## src/rtl/uart_echo_fifo.sv

```systemverilog
`default_nettype none
// ============================================================================
// Module   : uart_echo_fifo
// Purpose  : Buffered echo engine between the UART decoder and encoder.
//            Received characters are optionally transformed, queued in a
//            FIFO and replayed to the encoder with a start/busy handshake.
//            In CR->CRLF mode, a carriage return is followed by a line feed.
// Revision : 1.0 - initial release
// ============================================================================
module uart_echo_fifo #(
    parameter int DATA_WIDTH = 8,
    parameter int FIFO_DEPTH = 16,
    parameter int ARM_CYCLES = 2
) (
    input  logic                            i_Clk,
    input  logic                            i_Rst,
    input  logic                            i_RX_Valid,
    input  logic [DATA_WIDTH-1:0]           i_RX_Byte,
    output logic                            o_RX_Release,
    input  logic [1:0]                      i_Mode,
    output logic [DATA_WIDTH-1:0]           o_TX_Byte,
    output logic                            o_TX_Start,
    input  logic                            i_TX_Busy,
    output logic [DATA_WIDTH-1:0]           o_Last_Byte,
    output logic [$clog2(FIFO_DEPTH):0]     o_Count,
    output logic                            o_Full,
    output logic                            o_Empty,
    output logic                            o_Overflow,
    input  logic                            i_Clear_Overflow
);

    localparam int c_AW     = $clog2(FIFO_DEPTH);
    localparam int c_CW     = c_AW + 1;
    localparam int c_ARM_W  = (ARM_CYCLES > 1) ? $clog2(ARM_CYCLES) : 1;
    localparam logic [c_ARM_W-1:0] c_ARM_LAST = c_ARM_W'(ARM_CYCLES - 1);
    localparam logic [c_CW-1:0]    c_DEPTH    = c_CW'(FIFO_DEPTH);

    localparam logic [1:0] S_IDLE      = 2'd0;
    localparam logic [1:0] S_ARM       = 2'd1;
    localparam logic [1:0] S_WAIT_DONE = 2'd2;
    localparam logic [1:0] S_LF_ARM    = 2'd3;

    logic [DATA_WIDTH-1:0] r_mem [FIFO_DEPTH];
    logic [c_AW-1:0]       r_wr_ptr;
    logic [c_AW-1:0]       r_rd_ptr;
    logic [c_CW-1:0]       r_count;
    logic [1:0]            r_state;
    logic [c_ARM_W-1:0]    r_arm_cnt;
    logic                  r_lf_pending;
    logic [DATA_WIDTH-1:0] r_tx_byte;
    logic                  r_tx_start;
    logic [DATA_WIDTH-1:0] r_last_byte;
    logic                  r_release;
    logic                  r_overflow;

    logic                  w_full;
    logic                  w_empty;
    logic                  w_pop;
    logic                  w_push;
    logic                  w_drop;
    logic [DATA_WIDTH-1:0] w_xform;
    logic [DATA_WIDTH-1:0] w_head;

    assign w_full  = (r_count == c_DEPTH);
    assign w_empty = (r_count == '0);
    assign w_head  = r_mem[r_rd_ptr];
    // A pop frees a slot in the same cycle, so a full FIFO still accepts a write then.
    assign w_pop   = (r_state == S_IDLE) && !w_empty && !i_TX_Busy && (i_Mode != 2'd3);
    assign w_push  = i_RX_Valid && (!w_full || w_pop);
    assign w_drop  = i_RX_Valid && w_full && !w_pop;

    // Uppercase transform acts on the low byte only; mode is sampled at write time.
    always_comb begin
        w_xform = i_RX_Byte;
        if ((i_Mode == 2'd1) && (i_RX_Byte[7:0] >= 8'h61) && (i_RX_Byte[7:0] <= 8'h7A)) begin
            w_xform[7:0] = i_RX_Byte[7:0] - 8'h20;
        end
    end

    // FIFO storage; content is flushed by resetting pointers, not the array.
    always_ff @(posedge i_Clk) begin
        if (w_push) begin
            r_mem[r_wr_ptr] <= w_xform;
        end
    end

    // Pointers, occupancy, release pulse, last byte and sticky overflow.
    always_ff @(posedge i_Clk or posedge i_Rst) begin
        if (i_Rst) begin
            r_wr_ptr    <= '0;
            r_rd_ptr    <= '0;
            r_count     <= '0;
            r_last_byte <= '0;
            r_release   <= 1'b0;
            r_overflow  <= 1'b0;
        end else begin
            r_release <= i_RX_Valid;
            if (w_push) begin
                r_wr_ptr    <= r_wr_ptr + 1'b1;
                r_last_byte <= w_xform;
            end
            if (w_pop) begin
                r_rd_ptr <= r_rd_ptr + 1'b1;
            end
            case ({w_push, w_pop})
                2'b10:   r_count <= r_count + 1'b1;
                2'b01:   r_count <= r_count - 1'b1;
                default: r_count <= r_count;
            endcase
            if (w_drop) begin
                r_overflow <= 1'b1;
            end else if (i_Clear_Overflow) begin
                r_overflow <= 1'b0;
            end
        end
    end

    // Transmit FSM: pop, ignore busy while the encoder arms, wait, optional LF.
    always_ff @(posedge i_Clk or posedge i_Rst) begin
        if (i_Rst) begin
            r_state      <= S_IDLE;
            r_arm_cnt    <= '0;
            r_lf_pending <= 1'b0;
            r_tx_byte    <= '0;
            r_tx_start   <= 1'b0;
        end else begin
            r_tx_start <= 1'b0;
            case (r_state)
                S_IDLE: begin
                    if (w_pop) begin
                        r_tx_byte    <= w_head;
                        r_tx_start   <= 1'b1;
                        r_lf_pending <= (w_head[7:0] == 8'h0D) && (i_Mode == 2'd2);
                        r_arm_cnt    <= '0;
                        r_state      <= S_ARM;
                    end
                end
                S_ARM, S_LF_ARM: begin
                    if (r_arm_cnt == c_ARM_LAST) begin
                        r_arm_cnt <= '0;
                        r_state   <= S_WAIT_DONE;
                    end else begin
                        r_arm_cnt <= r_arm_cnt + 1'b1;
                    end
                end
                S_WAIT_DONE: begin
                    if (!i_TX_Busy) begin
                        if (r_lf_pending) begin
                            r_tx_byte    <= DATA_WIDTH'(8'h0A);
                            r_tx_start   <= 1'b1;
                            r_lf_pending <= 1'b0;
                            r_arm_cnt    <= '0;
                            r_state      <= S_LF_ARM;
                        end else begin
                            r_state <= S_IDLE;
                        end
                    end
                end
                default: r_state <= S_IDLE;
            endcase
        end
    end

    assign o_RX_Release = r_release;
    assign o_TX_Byte    = r_tx_byte;
    assign o_TX_Start   = r_tx_start;
    assign o_Last_Byte  = r_last_byte;
    assign o_Count      = r_count;
    assign o_Full       = w_full;
    assign o_Empty      = w_empty;
    assign o_Overflow   = r_overflow;

endmodule
`default_nettype wire
```

## config.mk

```make
export PLATFORM = sky130hd
export DESIGN_NAME = uart_echo_fifo
export DESIGN_NICKNAME = d
export VERILOG_FILES = /design/src/rtl/uart_echo_fifo.sv
export SDC_FILE = /design/constraint.sdc
export NUM_CORES = 1
export LEC_CHECK = 0
export ABC_AREA = 1
export CORE_MARGIN = 4
export CORE_UTILIZATION = 40
export CTS_BUF_LIST = sky130_fd_sc_hd__clkbuf_8
export CTS_CLUSTER_DIAMETER = 100
export DETAILED_ROUTE_END_ITERATION = 8
export GPL_ROUTABILITY_DRIVEN = 0
export GPL_TIMING_DRIVEN = 0
export PLACE_DENSITY_LB_ADDON = 0.08
export SYNTH_ARGS = -nofsm -noshare
export SYNTH_HDL_FRONTEND = slang
export SYNTH_SLANG_ARGS = --single-unit
export TNS_END_PERCENT = 1
```

## constraint.sdc

```tcl
create_clock -name i_Clk -period 2.2 [get_ports i_Clk]
set_clock_uncertainty 0.05 [all_clocks]
set_input_delay 0.44 -clock i_Clk [delete_from_list [all_inputs] [get_ports i_Clk]]
set_output_delay 0.44 -clock i_Clk [all_outputs]
set_load 0.01 [all_outputs]
```

==> out/metrics.cfg <==
[critical_path]
cpPeakStageDelay_ps = 420
crit_type = flop to flop
worstSetupStartpoint = r_state[0]$_DFFE_PP0P_
cp_max_fo = 5
critPathLaunchType = flop
critPathRequiredTime_ps = 2510
crit_chain = inv_2 -> nand2_4 -> nor2_4 -> nand2_4 -> nor2_4 -> inv_2 -> fa_2 -> inv_2 -> nand2_4 -> a21oi_2 -> or2_4 -> or2_4 -> nand2_2 -> xor2_1 -> inv_1
cp.arrival_ps = 2640
cp_slowest_cell = dfrtp_1
cp-end-kind = flop
r2r-start = r_state[0]$_DFFE_PP0P_
r2r_slack_ps = -130

[floorplanning]
coreArea_um2 = 17360
fp-row-count = 48
start_util = 0.4107
die_y_um = 141.5
io-pin-count = 41
die_w_um = 141.5
die_area_um2 = 20020

[final_layout]
area_growth_pct = 18.69
layout-drive-gt1-share = 0.1604
diodes = 0
final_common_cell = edfxtp_1
fin_cells = 967
nets = 754
final_cell_mix = edfxtp_1 (128), nand2_1 (118), nor2_1 (78)

[cts]
ctsLongestPathBuffers = 2
clockRootBuffer = clkbuf_8
postCtsHoldBufs = 0
h-tree-depth = 4
clock_latency_ps = 460
cts_tree = done
cts.sink_count = 164
cts_made_buffers = 17
path_clk_slew_ps = 90

[timing]
maxSlewHeadroom = 0.4492
post-route-period-util = 1.058
worstMarginPinSlew_ps = 825.0
finalMaxSlewViolations = 0
fin_tns_setup_ps = -127.4
fmax_mhz = 429.7
timing.hold.ws_ps = 405.8
setup_ws_ps = -127.4
rsz0062_at_grt = yes
period_minus_slack_ps = 2327
hold_viol = 0
finalSetupViolCount = 1

[route]
drcViolationCount = 0
wl_mm = 18.20
detail-route-antenna-nets = 0
first_pass_iters = 5
drt-wirelength-per-cell_um = 18.82
vias = 4820
first_iter_violations = 365
viasPerCell = 4.984

[global_routing]
grt_pass1_vias = 4745
grt_use_total = 0.1846
grt_pass1_wl_mm = 27.31
grt_max_degree = 37
grt_remaining_overflow = 0
antenna_found_initial = 0

[run_status]
violations = negative setup slack
status = finished, violations left

[power]
p_total_mw = 10.73
combinationalPowerShare = 0.420
p_leak_nw = 3.328
swShare = 0.3981
powerDensity_nw_per_um2 = 1269
netSwitchingPower_mw = 4.273
ir_worst_vdd_uv = 633.9
pwr-share-seq = 0.378
p_clk_frac = 0.203
p_int_mw = 6.460

[synthesis]
synth_top_family_by_area = simple AND/OR/NAND/NOR gates
synth_cell_types = 29
synth_nets = 686
synth_top_area_frac = 0.5392
synth-simple-area-share = 0.1734
syn_area_um2 = 7128
synth-compound-area-share = 0.06179
synth_area_per_cell_um2 = 10.78
yosys.area_share.adder = 0.01861
synth-seq-cells = 164
synthCells = 661
muxShareOfSynthArea = 0
synth_xor_xnor_area_share = 0.01106
synth_area_leaders = edfxtp_1 (54%), dfrtp_1 (13%), nand2_1 (6.5%)
seq_area_frac_synth = 0.6656
yosys_warnings = 0
yosys.area.top_type = edfxtp_1

[run]
drv_cap = 0

[placed_design]
dp_cells = 926
hpwl_mm = 12.34
dp_slack_ps = -816.3
io_buffers = 40

[hold_path]
min-delay-path-class = primary input to async pin

## power by group through the flow
stage	Combinational [mW]	Sequential [mW]	Clock, mW
after floorplan	2.61	4.15	0
final	4.50	4.05	2.18
after CTS	4.25	4.06	2.21
after detailed placement	4.18	4.13	0
after global placement	4.13	4.12	0
after global routing	4.95	4.10	2.36
## per-stage QoR
stage / util / cell area (um2)
finish: 0.4875 / 8461
global route: 0.4875 / 8461
CTS: 0.4778 / 8293
detailed placement: 0.4518 / 7843
global placement: 0.4516 / 7839
floorplan: - / 7157
## cell type report
class,instances,area [um2]
Clock inverter,15,156.4
Inverter,78,300.3
Tap cell,225,281.5
Buffer,27,201.4
Fill cell,1616,8896
Sequential cell,164,4748
Multi-Input combinational cell,392,2083
Timing Repair Buffer,49,455.4
Clock buffer,17,234.0
## cell usage after synthesis
cell	instances
o211ai_2	3
nand4_1	4
buf_4	5
or2_2	2
a21oi_1	4
o21ai_1	5
fa_1	1
a22o_1	4
nor3_1	2
dfrtp_1	36
nand2_2	2
buf_2	10
nand2_1	123
clkinv_1	4
o211ai_1	10
nand2_4	1
ha_1	9
inv_2	2
nor2_1	96
edfxtp_1	128
xor2_1	9
o22ai_1	2
buf_6	9
inv_1	71
clkbuf_1	3
nand3_1	66
inv_4	1
o21ai_0	47
nor2_2	2
## worst max-delay path, delay by kind of cell, from the launching register on
family          cells  cell delay [ps]
buf+inv             4              320
xor+xnor            1              120
compound gates      1              110
simple gates        8              830
flops               1              420
fa+ha+maj           1              360
## cells by family (layout without fill, tap and decap cells)
family          after synthesis  count (layout)
compound gates               75              75
simple gates                298             298
flops                       164             164
buf+inv                     105             186
fa+ha+maj                    10              10
xor+xnor                      9               9
## registers in the layout, indices dropped and copies added, names as in the netlist
signal,count
r_rd_ptr,4
o_RX_Release,1
r_lf_pending,1
o_Overflow,1
r_wr_ptr,4
r_mem,128
o_Last_Byte,8
o_TX_Byte,8
o_TX_Start,1
r_arm_cnt,1
o_Count,5
r_state,2
## worst paths after layout
| path | cells past startpoint | to |
|---|---|---|
| setup / recovery | 15 | o_Count[4]$_DFFE_PP0P_ |
| hold / removal | 2 | o_Last_Byte[5]$_DFFE_PP0P_ |
| hold reg to reg | 2 | o_Last_Byte[4]$_DFFE_PP0P_ |
| min in group i_Clk | 2 | o_Last_Byte[4]$_DFFE_PP0P_ |
| max in group asynchronous | 2 | o_Count[3]$_DFFE_PP0P_ |
| setup reg to reg | 15 | o_Count[4]$_DFFE_PP0P_ |
## routing by layer
layer | vias to the layer above | part of all wire | track usage
li1 | 2354 | - | -
met1 | 2359 | 0.46 | 0.2532
met2 | 83 | 0.49 | 0.2965
met3 | 24 | 0.041 | 0.03472
met4 | 0 | 0.018 | 0.06515
met5 | - | 0 | 0
## repair_timing
item | in CTS | in global routing
pin swaps | 2 | 10
endpoints found under the setup margin | 180 | 147
resized for setup | 27 | 34
setup buffers | 2 | 7
(Power assumes the default switching activity.)
